==> config.mk <==
export PLATFORM = sky130hd
export DESIGN_NAME = mips_clz_pipe_flat
export DESIGN_NICKNAME = d
export VERILOG_FILES = /design/src/rtl/mips_clz_pipe_if.sv /design/src/rtl/mips_clz_pipe.sv /design/src/flat_wrapper.sv
export SDC_FILE = /design/constraint.sdc
export NUM_CORES = 1
export LEC_CHECK = 0
export BUFFER_PORTS_ARGS = -buffer_cell sky130_fd_sc_hd__buf_2
export CAP_MARGIN = 20
export CORE_ASPECT_RATIO = 1.4
export CORE_UTILIZATION = 49
export CTS_BUF_LIST = sky130_fd_sc_hd__clkbuf_4
export CTS_CLUSTER_DIAMETER = 30
export DETAILED_ROUTE_END_ITERATION = 6
export PLACE_DENSITY = 0.78
export SLEW_MARGIN = 30
export SYNTH_ARGS = -nofsm -noshare
export SYNTH_HDL_FRONTEND = slang
export SYNTH_SLANG_ARGS = --single-unit
==> constraint.sdc <==
create_clock -name clk_i -period 1.2 [get_ports clk_i]
set_input_delay 0.36 -clock clk_i [delete_from_list [all_inputs] [get_ports clk_i]]
set_output_delay 0.36 -clock clk_i [all_outputs]
set_load 0.02 [all_outputs]
==> src/rtl/mips_clz_pipe_if.sv <==
// rtl/mips_clz_pipe_if.sv - handshake/operand bundle for the pipelined CLZ/CLO counter
//
// Signals (directions as seen by the counter, modport slave):
//   flush_i  in   kill all in-flight operations
//   valid_i  in   operand valid
//   ready_o  out  unit can accept operand
//   op_i     in   0 = CLZ, 1 = CLO
//   data_i   in   operand, leading bit is DATA_WIDTH-1
//   tag_i    in   opaque sideband returned with the result
//   valid_o  out  result valid
//   ready_i  in   consumer accepts result
//   res_o    out  count 0..DATA_WIDTH
//   zero_o   out  no terminating bit found (res_o == DATA_WIDTH)
//   tag_o    out  tag of the result
interface mips_clz_pipe_if #(
    parameter int DATA_WIDTH      = 32,
    parameter int DATA_WIDTH_LOG2 = 5,
    parameter int TAG_WIDTH       = 4
);
    logic                       flush_i;
    logic                       valid_i;
    logic                       ready_o;
    logic                       op_i;
    logic [DATA_WIDTH-1:0]      data_i;
    logic [TAG_WIDTH-1:0]       tag_i;
    logic                       valid_o;
    logic                       ready_i;
    logic [DATA_WIDTH_LOG2:0]   res_o;
    logic                       zero_o;
    logic [TAG_WIDTH-1:0]       tag_o;

    modport slave (
        input  flush_i, valid_i, op_i, data_i, tag_i, ready_i,
        output ready_o, valid_o, res_o, zero_o, tag_o
    );

    modport master (
        output flush_i, valid_i, op_i, data_i, tag_i, ready_i,
        input  ready_o, valid_o, res_o, zero_o, tag_o
    );
endinterface

==> src/rtl/mips_clz_pipe.sv <==
// rtl/mips_clz_pipe.sv - two-stage pipelined leading-zero/leading-one counter
//
// Ports:
//   clk_i    single clock
//   rst_n_i  asynchronous active-low reset
//   bus      mips_clz_pipe_if.slave (operand side valid/ready, result side valid/ready, flush)
//
// Stage 1 splits the (optionally inverted) operand into groups and registers a
// per-group all-zero flag and local leading-zero count. Stage 2 picks the first
// non-empty group and registers the final count.
module mips_clz_pipe #(
    parameter int DATA_WIDTH      = 32,
    parameter int DATA_WIDTH_LOG2 = 5,
    parameter int GROUP_WIDTH     = 8,
    parameter int TAG_WIDTH       = 4
) (
    input  logic              clk_i,
    input  logic              rst_n_i,
    mips_clz_pipe_if.slave    bus
);
    localparam int NUM_GROUPS = DATA_WIDTH / GROUP_WIDTH;
    localparam int LCW        = $clog2(GROUP_WIDTH);
    localparam int RW         = DATA_WIDTH_LOG2 + 1;

    // Leading zeros within one group; only meaningful when the group is non-zero.
    // Scanning upward lets the highest set bit win without a found flag.
    function automatic logic [LCW-1:0] grp_lz(input logic [GROUP_WIDTH-1:0] v);
        logic [LCW-1:0] c;
        c = '0;
        for (int i = 0; i < GROUP_WIDTH; i++) begin
            if (v[i]) c = LCW'(GROUP_WIDTH - 1 - i);
        end
        return c;
    endfunction

    // Pipeline state
    logic                           s1_valid;
    logic [NUM_GROUPS-1:0]          s1_az;
    logic [NUM_GROUPS-1:0][LCW-1:0] s1_lc;
    logic [TAG_WIDTH-1:0]           s1_tag;

    logic                           s2_valid;
    logic [RW-1:0]                  s2_res;
    logic                           s2_zero;
    logic [TAG_WIDTH-1:0]           s2_tag;

    // Handshake
    logic s1_free;
    logic accept;
    logic s2_load;

    // S1 can take a new operand if it is empty or its content moves to S2 this cycle.
    assign s1_free = !s1_valid || !s2_valid || bus.ready_i;
    assign bus.ready_o = s1_free && !bus.flush_i;
    assign accept  = bus.valid_i && bus.ready_o;
    assign s2_load = s1_valid && (!s2_valid || bus.ready_i);

    // Stage 1 combinational: CLO becomes CLZ of the inverted operand.
    logic [DATA_WIDTH-1:0]          x;
    logic [GROUP_WIDTH-1:0]         grp;
    logic [NUM_GROUPS-1:0]          az_c;
    logic [NUM_GROUPS-1:0][LCW-1:0] lc_c;

    always_comb begin
        x    = bus.op_i ? ~bus.data_i : bus.data_i;
        grp  = '0;
        az_c = '0;
        lc_c = '0;
        for (int g = 0; g < NUM_GROUPS; g++) begin
            // g = 0 is the most significant group
            grp     = x[DATA_WIDTH-1-g*GROUP_WIDTH -: GROUP_WIDTH];
            az_c[g] = (grp == '0);
            lc_c[g] = grp_lz(grp);
        end
    end

    // Stage 2 combinational: the lowest-index non-empty group decides the count.
    logic [RW-1:0] res_c;
    logic          zero_c;

    always_comb begin
        res_c  = RW'(DATA_WIDTH);
        zero_c = &s1_az;
        for (int g = NUM_GROUPS - 1; g >= 0; g--) begin
            if (!s1_az[g]) res_c = RW'(g * GROUP_WIDTH) + RW'(s1_lc[g]);
        end
    end

    // Valid bits: flush wins over any load or transfer.
    always_ff @(posedge clk_i or negedge rst_n_i) begin
        if (!rst_n_i) begin
            s1_valid <= 1'b0;
            s2_valid <= 1'b0;
        end else if (bus.flush_i) begin
            s1_valid <= 1'b0;
            s2_valid <= 1'b0;
        end else begin
            if (accept)       s1_valid <= 1'b1;
            else if (s2_load) s1_valid <= 1'b0;

            if (s2_load)          s2_valid <= 1'b1;
            else if (bus.ready_i) s2_valid <= 1'b0;
        end
    end

    // Data registers only load on a stage advance, so they hold while stalled.
    always_ff @(posedge clk_i or negedge rst_n_i) begin
        if (!rst_n_i) begin
            s1_az   <= '0;
            s1_lc   <= '0;
            s1_tag  <= '0;
            s2_res  <= '0;
            s2_zero <= 1'b0;
            s2_tag  <= '0;
        end else begin
            if (accept) begin
                s1_az  <= az_c;
                s1_lc  <= lc_c;
                s1_tag <= bus.tag_i;
            end
            if (s2_load) begin
                s2_res  <= res_c;
                s2_zero <= zero_c;
                s2_tag  <= s1_tag;
            end
        end
    end

    assign bus.valid_o = s2_valid;
    assign bus.res_o   = s2_res;
    assign bus.zero_o  = s2_zero;
    assign bus.tag_o   = s2_tag;
endmodule

==> src/flat_wrapper.sv <==
// flat-port wrapper written by rule: the top's interface ports become plain ports
module mips_clz_pipe_flat 
#(
    parameter int DATA_WIDTH      = 32,
    parameter int DATA_WIDTH_LOG2 = 5,
    parameter int GROUP_WIDTH     = 8,
    parameter int TAG_WIDTH       = 4
)
  (clk_i, rst_n_i, bus_flush_i, bus_valid_i, bus_op_i, bus_data_i, bus_tag_i, bus_ready_i, bus_ready_o, bus_valid_o, bus_res_o, bus_zero_o, bus_tag_o);
  mips_clz_pipe_if #(.DATA_WIDTH(DATA_WIDTH), .DATA_WIDTH_LOG2(DATA_WIDTH_LOG2), .TAG_WIDTH(TAG_WIDTH)) bus_i ();
  input  logic clk_i;
  input  logic rst_n_i;
  input wire logic [$bits(bus_i.flush_i)-1:0] bus_flush_i;
  input wire logic [$bits(bus_i.valid_i)-1:0] bus_valid_i;
  input wire logic [$bits(bus_i.op_i)-1:0] bus_op_i;
  input wire logic [$bits(bus_i.data_i)-1:0] bus_data_i;
  input wire logic [$bits(bus_i.tag_i)-1:0] bus_tag_i;
  input wire logic [$bits(bus_i.ready_i)-1:0] bus_ready_i;
  output wire logic [$bits(bus_i.ready_o)-1:0] bus_ready_o;
  output wire logic [$bits(bus_i.valid_o)-1:0] bus_valid_o;
  output wire logic [$bits(bus_i.res_o)-1:0] bus_res_o;
  output wire logic [$bits(bus_i.zero_o)-1:0] bus_zero_o;
  output wire logic [$bits(bus_i.tag_o)-1:0] bus_tag_o;
  assign bus_i.flush_i = bus_flush_i;
  assign bus_i.valid_i = bus_valid_i;
  assign bus_i.op_i = bus_op_i;
  assign bus_i.data_i = bus_data_i;
  assign bus_i.tag_i = bus_tag_i;
  assign bus_i.ready_i = bus_ready_i;
  assign bus_ready_o = bus_i.ready_o;
  assign bus_valid_o = bus_i.valid_o;
  assign bus_res_o = bus_i.res_o;
  assign bus_zero_o = bus_i.zero_o;
  assign bus_tag_o = bus_i.tag_o;
  mips_clz_pipe #(.DATA_WIDTH(DATA_WIDTH), .DATA_WIDTH_LOG2(DATA_WIDTH_LOG2), .GROUP_WIDTH(GROUP_WIDTH), .TAG_WIDTH(TAG_WIDTH)) u_core (.clk_i(clk_i), .rst_n_i(rst_n_i), .bus(bus_i));
endmodule
==> results.toml <==
[run_status]
status = "finished, violations left"
violations = "design-rule violations, negative setup slack"

[global_route]
grt_antenna_before_repair = 0
overflow = 0
grt_max_degree = 34
grt_pass1_vias = 2181
grt_first_pass_wirelength_um = 9239
grt_usage_pct = 26.17

[critical_path]
reg2reg_slack_ns = -0.35
crit_top_cell = "buf_6"
slowest_stage = "dfrtp_2"
setup.worst_path.start_class = "flip-flop"
rr_startpoint = "u_core.bus.valid_o$_DFFE_PN0P_"
critPathMaxStageDelay_ns = 0.44
critPathRequiredTime_ns = 0.84
crit_buf_inv = 2
ff2ff_path_depth = 7
path_max_fanout = 2
worstReg2RegEnd = "u_core.s1_lc[0]$_DFFE_PN0P_"
end_kind = "primary output"
critPathTopFamily = "flip-flops"
path_cells = "buf_6 > and3_4 > nor2_4 > buf_6"
critPathKind = "flip-flop to primary output"
arrival_ns = 1.25

[die]
core_um2 = 4020
chipWidth_um = 57.52
initial_core_util_pct = 52.60
dieArea_um2 = 4586
dieHeight_um = 79.73
rows = 27
pin_count = 55

[finish]
nets = 412
drive_gt1_share_pct = 47.44
antennaDiodeCount = 0
nFillCells = 245
multi_input_area_um2 = 1354
syn_to_final_growth_pct = 55.09
seq_area_um2 = 828.3

[logic_synthesis]
syn_area_per_cell_um2 = 8.292
synth_edf_count = 0
synthCells = 255
ys.flop_type = "dfrtp_1"
async_flop_share_pct = 100.0
syn_nets = 297
syn_area_um2 = 2115
synth_cell_types = 46
yosysSeqAreaShare_pct = 39.05
ys_warn_count = 0
synth-seq-cells = 33

[timing]
setup_ws_ns = -0.4140
rsz0062_at_grt = "yes"
skew_ns = 0.009497
slew_headroom_pct = 71.78
tightest_slew_ns = 0.4233
hold_viol_final = 0
timing.hold.ws_ns = 0.2107
final_max_slew_viol_count = 0
finalCritPeriodShare_pct = 134.5
final-setup-viol-count = 44
fmax_ghz = 0.6196
min_period_ns = 1.614

[placement]
dp_slack_ns = -0.2601
gp_congestion = 0.8053
dpl.hpwl_um = 3930
portBuffers = 54

[power]
cellPowerDensity_nw_per_um2 = 886.7
worst_ir_drop_vdd_v = 0.0005805
power_leakage_uw = 0.001585

[hold_path]
hold_start = "bus_tag_i[3]"
min_path_type = "input port to flip-flop"
worstHoldPathCells = 3
hold_end = "u_core.s1_tag[3]$_DFFE_PN0P_"

[route]
firstDrtPassIters = 7
drtIter0Drc = 103
via_per_inst = 5.756
dr_total_vias = 2383
route.antenna.remaining_nets = 0
wl_per_cell_um = 16.03
routed_wl_um = 6636
remaining_drc_errors = 3

[cts]
clock_sinks = 33
clk_latency_ns = 0.34
path_clk_slew_ns = 0.11
cts_buffer_depth = 2
htree_num_levels = 2
cts_tree = "built"
cts_root_buf = "clkbuf_4"
cts_buffers = 5

[flow_run]
drv_cap = 0
==> layer usage <==
metal	up-vias	global-route usage [%]	share of wire, %
li1	1149	-	-
met1	1147	26.47	37
met2	70	52.09	56
met3	17	5.835	3.8
met4	0	6.585	2.9
met5	-	0	0
==> cell families after synthesis <==
| kind of cell | count (synthesis) | synth area share (%) |
|---|---|---|
| AND/OR/NAND/NOR | 127 | 30.41 |
| AO/OA/AOI/OAI | 72 | 23.26 |
| multiplexers | 6 | 3.195 |
| buffers and inverters | 17 | 4.083 |
| flip-flops | 33 | 39.05 |
==> worst register-to-register path, cell delays in order, from the launching register on <==
cell and delay (ns):
dfrtp_2 0.44, buf_4 0.14, buf_6 0.12, nand3b_1 0.16, nand2_4 0.12, buf_12 0.16
a2111o_1 0.28, nand3_1 0.07
==> placed cells by master, fill, tap and decap left out, types with 8 or more instances in the layout <==
cell type   n
buf_2      41
o21ai_0     9
nand3_1    13
dfrtp_1    31
a21oi_1    15
buf_4      45
nand2_2    10
buf_6      25
o21ai_1     8
nand2_1    35
nor2_1     24
==> power breakdown <==
part           switching (uW)  leakage [uW]  total [uW]  internal [uW]
Sequential               95.5      0.000433        1320           1220
Combinational             450       0.00112         957            507
Clock                     389     0.0000354         634            246
Total                     934       0.00159        2910           1970
==> synthesized netlist by cell type (all sizes together) (3+ instances only) <==
master,instances,share of area (%)
nor3,6,2.1
buf,9,2.7
a21oi,16,3.8
dfrtp,33,39
nor2b,3,0.89
nand3,13,3.1
a311oi,3,1.2
nand2,48,8.5
or3,3,1.4
o22ai,6,2.7
o211ai,6,2.1
a211o,3,1.2
or2,3,0.89
nand3b,4,1.4
and2,5,1.5
and3,3,0.89
nor2,25,4.4
inv,7,1.2
nand2b,6,1.8
mux2,6,3.2
or4,3,1.4
o21ai,21,5.3
a31oi,3,0.89
==> stage by stage <==
step / TNS, ns / utilization, % / power (uW) / std cells / cell area (um2)
5_1_grt: -10.67 / 81.57 / 3056 / 414 / 3279
6_report: -8.902 / 81.57 / 2908 / 414 / 3279
4_1_cts: -2.819 / 75.38 / 2731 / 402 / 3030
3_5_place_dp: -5.302 / 68.07 / 1989 / 384 / 2736
3_3_place_gp: -4.702 / 68.07 / 1966 / 384 / 2736
2_1_floorplan: -0.2737 / - / 1639 / 255 / 2148
==> flip-flops by register name, summed over array words and instances (netlist names) <==
name and count:
u_core.s1_az 4, u_core.bus.zero_o 1, u_core.bus.tag_o 4, u_core.s1_lc 12
u_core.bus.res_o 6, u_core.s1_valid 1, u_core.s1_tag 4, u_core.bus.valid_o 1
==> cell type report <==
type / instances / share of cell area [%]
multi-input combinational: 205 / 41.28
timing repair buffer: 118 / 29.26
sequential: 33 / 25.26
tap: 43 / 1.641
clock buffer: 6 / 1.374
inverter: 7 / 0.8775
clock inverter: 2 / 0.3052
==> worst max-delay path by stage <==
stage | from | endpoint | cells past startpoint
global placement | bus_op_i | u_core.s1_lc[10]$_DFFE_PN0P_ | 4
floorplan | u_core.bus.valid_o$_DFFE_PN0P_ | u_core.s1_lc[10]$_DFFE_PN0P_ | 4
detailed placement | bus_flush_i | u_core.s1_lc[2]$_DFFE_PN0P_ | 6
finish | u_core.bus.valid_o$_DFFE_PN0P_ | bus_ready_o | 4
global route | u_core.bus.valid_o$_DFFE_PN0P_ | bus_ready_o | 4
CTS | u_core.bus.valid_o$_DFFE_PN0P_ | bus_ready_o | 4
==> what timing repair did <==
action,in CTS,in global routing
hold buffers,1,0
endpoints found under the setup margin,35,44
resized for setup,47,38
setup buffers,9,9
pin swaps,6,11
hold endpoints to repair,33,0
cloned,0,3
Power figures use the tool's default switching activity.
